**config.mk**
```make
export PLATFORM = sky130hd
export DESIGN_NAME = uart_fifo_tx
export DESIGN_NICKNAME = d
export VERILOG_FILES = /design/src/rtl/uart_fifo_tx.sv
export SDC_FILE = /design/constraint.sdc
export NUM_CORES = 1
export LEC_CHECK = 0
export BUFFER_PORTS_ARGS = -buffer_cell sky130_fd_sc_hd__buf_2
export CAP_MARGIN = 5
export CORE_ASPECT_RATIO = 1.2
export CORE_MARGIN = 2
export CORE_UTILIZATION = 45
export DETAILED_ROUTE_END_ITERATION = 6
export GPL_TIMING_DRIVEN = 0
export HOLD_SLACK_MARGIN = 0.06
export PLACE_DENSITY = 0.66
export SETUP_SLACK_MARGIN = 0.02
export SKIP_CTS_REPAIR_TIMING = 1
export SYNTH_ARGS = -nofsm -noshare
export SYNTH_HDL_FRONTEND = slang
export SYNTH_SLANG_ARGS = --single-unit
```
**constraint.sdc**
```tcl
create_clock -name clk -period 4.1 [get_ports clk]
set_clock_uncertainty 0.15 [all_clocks]
set_input_delay 0.82 -clock clk [delete_from_list [all_inputs] [get_ports clk]]
set_output_delay 0.82 -clock clk [all_outputs]
set_load 0.01 [all_outputs]
```
**src/rtl/uart_fifo_tx.sv**
```systemverilog
// +--------------------------------------------------------------------------+
// | uart_fifo_tx: pops 16-bit words from a FIFO and sends each as two 8N1   |
// | frames, low byte first. Define UART_TX_PARITY_EN to add even parity.     |
// | Revision: 1.0                                                            |
// +--------------------------------------------------------------------------+
`default_nettype none

module uart_fifo_tx #(
  parameter int CLK_DIV = 16
) (
  input  logic        clk,
  input  logic        rst,
  input  logic        i_fifo_empty,
  output logic        o_fifo_read_req,
  input  logic        i_fifo_read_ack,
  input  logic [15:0] i_fifo_data,
  output logic        o_txd,
  output logic        o_busy
);

  localparam int                  c_BAUD_W    = (CLK_DIV > 1) ? $clog2(CLK_DIV) : 1;
  localparam logic [c_BAUD_W-1:0] c_BAUD_LAST = c_BAUD_W'(CLK_DIV - 1);

  typedef enum logic [2:0] {
    S_IDLE   = 3'd0,
    S_FETCH  = 3'd1,
    S_START  = 3'd2,
    S_DATA   = 3'd3,
`ifdef UART_TX_PARITY_EN
    S_PARITY = 3'd4,
`endif
    S_STOP   = 3'd5
  } state_t;

  state_t              r_state;
  state_t              w_state_nxt;
  logic                r_req,   w_req_nxt;
  logic                r_busy,  w_busy_nxt;
  logic                r_txd,   w_txd_nxt;
  logic [15:0]         r_shift, w_shift_nxt;
  logic                r_idx,   w_idx_nxt;
  logic [2:0]          r_bit,   w_bit_nxt;
  logic [c_BAUD_W-1:0] r_baud,  w_baud_nxt;
  logic                w_bit_end;
  logic                w_line;
`ifdef UART_TX_PARITY_EN
  logic                r_par,   w_par_nxt;
`endif

  assign w_bit_end = (r_baud == c_BAUD_LAST);
  assign w_line    = (r_state != S_IDLE) && (r_state != S_FETCH);

  always_ff @(posedge clk) begin
    if (!rst) begin
      r_state <= S_IDLE;
      r_req   <= 1'b0;
      r_busy  <= 1'b0;
      r_txd   <= 1'b1;
      r_shift <= '0;
      r_idx   <= 1'b0;
      r_bit   <= '0;
      r_baud  <= '0;
`ifdef UART_TX_PARITY_EN
      r_par   <= 1'b0;
`endif
    end else begin
      r_state <= w_state_nxt;
      r_req   <= w_req_nxt;
      r_busy  <= w_busy_nxt;
      r_txd   <= w_txd_nxt;
      r_shift <= w_shift_nxt;
      r_idx   <= w_idx_nxt;
      r_bit   <= w_bit_nxt;
      r_baud  <= w_baud_nxt;
`ifdef UART_TX_PARITY_EN
      r_par   <= w_par_nxt;
`endif
    end
  end

  // Every output is computed one cycle ahead so that it is registered.
  always_comb begin
    w_state_nxt = r_state;
    w_req_nxt   = r_req;
    w_busy_nxt  = r_busy;
    w_txd_nxt   = r_txd;
    w_shift_nxt = r_shift;
    w_idx_nxt   = r_idx;
    w_bit_nxt   = r_bit;
    w_baud_nxt  = '0;
`ifdef UART_TX_PARITY_EN
    w_par_nxt   = r_par;
`endif
    case (r_state)
      S_IDLE: begin
        w_txd_nxt  = 1'b1;
        w_busy_nxt = 1'b0;
        w_req_nxt  = 1'b0;
        if (!i_fifo_empty) begin
          w_state_nxt = S_FETCH;
          w_req_nxt   = 1'b1;
          w_busy_nxt  = 1'b1;
        end
      end
      S_FETCH: begin
        if (i_fifo_read_ack) begin
          w_shift_nxt = i_fifo_data;
          w_req_nxt   = 1'b0;
          w_idx_nxt   = 1'b0;
          w_txd_nxt   = 1'b0;
          w_state_nxt = S_START;
        end
      end
      S_START: begin
        if (w_bit_end) begin
          w_txd_nxt   = r_shift[0];
          w_shift_nxt = {1'b0, r_shift[15:1]};
          w_bit_nxt   = '0;
          w_state_nxt = S_DATA;
`ifdef UART_TX_PARITY_EN
          w_par_nxt   = r_shift[0];
`endif
        end
      end
      S_DATA: begin
        if (w_bit_end) begin
          if (r_bit == 3'd7) begin
`ifdef UART_TX_PARITY_EN
            w_txd_nxt   = r_par;
            w_state_nxt = S_PARITY;
`else
            w_txd_nxt   = 1'b1;
            w_state_nxt = S_STOP;
`endif
          end else begin
            w_bit_nxt   = r_bit + 3'd1;
            w_txd_nxt   = r_shift[0];
            w_shift_nxt = {1'b0, r_shift[15:1]};
`ifdef UART_TX_PARITY_EN
            w_par_nxt   = r_par ^ r_shift[0];
`endif
          end
        end
      end
`ifdef UART_TX_PARITY_EN
      S_PARITY: begin
        if (w_bit_end) begin
          w_txd_nxt   = 1'b1;
          w_state_nxt = S_STOP;
        end
      end
`endif
      S_STOP: begin
        if (w_bit_end) begin
          // After the low byte the high byte sits in r_shift[7:0] already.
          if (!r_idx) begin
            w_idx_nxt   = 1'b1;
            w_txd_nxt   = 1'b0;
            w_state_nxt = S_START;
          end else begin
            w_txd_nxt   = 1'b1;
            w_busy_nxt  = 1'b0;
            w_state_nxt = S_IDLE;
          end
        end
      end
      default: begin
        w_state_nxt = S_IDLE;
        w_txd_nxt   = 1'b1;
        w_req_nxt   = 1'b0;
        w_busy_nxt  = 1'b0;
      end
    endcase
    if (w_line) begin
      w_baud_nxt = w_bit_end ? '0 : r_baud + 1'b1;
    end
  end

  assign o_fifo_read_req = r_req;
  assign o_busy          = r_busy;
  assign o_txd           = r_txd;

endmodule

`default_nettype wire

```
==> impl_metrics.json <==
{
  "period_needed_ns": 1.799,
  "path_class": "register to register",
  "io_buffers": 21,
  "cp_top_family": "compound AO/OA/AOI/OAI gates",
  "syn_avg_cell_area_um2": 9.256,
  "drive_gt1_share_pct": 28.42,
  "hold_viol_final": 0,
  "num_vias": 1253,
  "die_x_um": 56.53,
  "power_density_nw_per_um2": 363.7,
  "firstDrtPassIters": 4,
  "fin_setup_tns_ns": 0,
  "clockBufferDepth": 2,
  "fp.coreArea_um2": 3110,
  "fin_crit_sh_pct": 43.88,
  "setup_violations": 0,
  "cp-start-kind": "register",
  "drc": 0,
  "cts-htree-levels": 2,
  "first_iter_violations": 28,
  "drv_slew": 0,
  "clock.fmax_mhz": 555.8,
  "cts_buffers": 5,
  "antenna_found_initial": 0,
  "cts_root_buffer": "clkbuf_4",
  "cp_max_fo": 10,
  "rsz0062_at_grt": "false",
  "hold_path_class": "register to register",
  "cts_sinks": 30,
  "final_common_cell": "dfxtp_1",
  "post_drt_wl_per_cell_um": 12.83,
  "final_util_pct": 55.27,
  "fillers": 315,
  "chipHeight_um": 67.04,
  "gp_congestion": 0.7867,
  "start_util_pct": 47.91,
  "ys_ff_latch": 30,
  "power.total_uw": 625.2,
  "final_cell_mix": "30 x dfxtp_1, 27 x buf_2, 17 x mux2i_1",
  "multiInputGateArea_um2": 795.8,
  "grt_pass1_wl_um": 5112,
  "worst_pin_slew_ns": 0.3860,
  "grt_max_degree": 11,
  "dieArea_um2": 3789,
  "arrival_ns": 1.87,
  "yosysSeqAreaShare_pct": 40.30,
  "synth_cells": 161,
  "end_kind": "register",
  "fin_area_um2": 1719,
  "ir_drop_uv": 299.5,
  "synth_nets": 184,
  "clk_pin_slew_ns": 0.09,
  "grt_pass1_vias": 1187,
  "synth_edf_count": 0,
  "cp_slowest_stage_delay_ns": 0.39,
  "worst_slew_margin_rel_pct": 74.27,
  "leakage_nw": 0.6753,
  "layout.nets": 212,
  "cts_tree": "built",
  "ios": 23,
  "placed_area_um2": 1640,
  "num_antenna_cells": 0,
  "seq_area_um2": 600.6,
  "synth-async-reset-ratio_pct": 0,
  "maxCapViolCount": 0,
  "syn2layout_area_growth_pct": 15.37,
  "yosysWarnings": 0,
  "grt_util_all_layers_pct": 17.15,
  "avgViaCountPerCell": 5.544,
  "path_cells": "ha_1 -> ha_1 -> nand2_1 -> a32o_2 -> buf_6 -> o21ai_2 -> a21oi_2",
  "place_inst": 218,
  "overflow": 0,
  "finalWirelength_um": 2899,
  "synth-main-ff-cell": "dfxtp_1",
  "crit_required_ns": 4.17,
  "detail-route-antenna-nets": 0,
  "place_hpwl_um": 2130,
  "slowest_stage": "dfxtp_1",
  "cp_num_buf_inv": 1,
  "yosysUniqueCellTypes": 37,
  "cpMostUsedCell": "ha_1",
  "final_cell_count_no_fill": 226,
  "row_count": 22,
  "synth.cell_area_um2": 1490,
  "status": "complete, no violations",
  "insertion_delay_ns": 0.33
}
## through the flow
step | setup slack [ns] | hold slack, ns
2_1_floorplan | 2.296 | 0.2676
3_3_place_gp | 2.115 | 0.2812
3_5_place_dp | 2.076 | 0.2945
4_1_cts | 2.290 | 0.3083
5_1_grt | 2.186 | 0.3267
6_report | 2.301 | 0.3073
## state kept, by name, summed over array words and instances (netlist names)
signal,flops
o_busy,1
o_fifo_read_req,1
o_txd,1
r_baud,4
r_bit,3
r_idx,1
r_shift,16
r_state,3
## layer usage
metal | routed length, µm | vias to the layer above | GRT usage (%) | part of all wire [%]
li1 | - | 637 | - | -
met1 | 1246 | 576 | 19.72 | 43
met2 | 1430 | 34 | 29.22 | 49
met3 | 167 | 6 | 5.825 | 5.8
met4 | 55 | 0 | 6.548 | 1.9
met5 | 0 | - | 0 | 0
## worst register-to-register path, stage by stage (launching register included)
cell and delay [ns]:
dfxtp_1 0.39, ha_1 0.17, ha_1 0.21, nand2_1 0.15
a32o_2 0.30, buf_6 0.15, o21ai_2 0.14, a21oi_2 0.04
## logic make-up after synthesis
kind of cell | Yosys count | share of synthesized area [%]
adder cells (fa/ha/maj) | 3 | 2.519
multiplexers | 17 | 11.42
XOR/XNOR | 2 | 1.176
flip-flops | 30 | 40.30
AND/OR/NAND/NOR | 41 | 13.94
AO/OA/AOI/OAI | 54 | 24.35
buffers and inverters | 14 | 6.297
## synthesized netlist by cell type, types with 2 or more instances
cell type	count	area share, %
mux2i_1	17	11
nor3b_1	3	1.5
buf_6	4	3.0
a21oi_2	6	3.5
nand4_1	2	0.84
o21ai_1	9	3.0
nand3_1	7	2.4
nand3b_1	2	1.0
ha_1	3	2.5
nand2_1	11	2.8
buf_2	6	2.0
dfxtp_1	30	40
o21ai_0	5	1.7
a21boi_1	7	3.5
o21ai_2	6	3.5
inv_1	2	0.50
a21oi_1	11	3.7
and3_1	2	0.84
o22ai_1	2	0.84
nor2_1	9	2.3
## final cells by class
class                      instances  area share (%)
multi-input combinational        117           46.29
sequential                        30           34.93
timing repair buffer              21           6.114
buffer                            12           5.022
clock buffer                       8           4.585
tap                               36           2.620
inverter                           2          0.4367
## report_power, final
part / switching (mW) / internal (mW) / total, mW
combinational: 0.0475 / 0.0434 / 0.0909
clock: 0.101 / 0.117 / 0.218
sequential: 0.00952 / 0.307 / 0.316
total: 0.158 / 0.467 / 0.625
## worst paths after layout
check                                      startpoint                  endpoint  slack [ns]  cells after the start
worst max-delay path            r_bit[0]$_SDFFE_PN0P_  r_shift[14]$_SDFFE_PN0P_        2.30                      7
worst min-delay path             r_baud[0]$_SDFF_PP0_      r_baud[0]$_SDFF_PP0_        0.31                      1
worst max register to register  r_bit[0]$_SDFFE_PN0P_  r_shift[14]$_SDFFE_PN0P_        2.30                      7
worst min register to register   r_baud[0]$_SDFF_PP0_      r_baud[0]$_SDFF_PP0_        0.31                      1
Power figures use the tool's default switching activity.
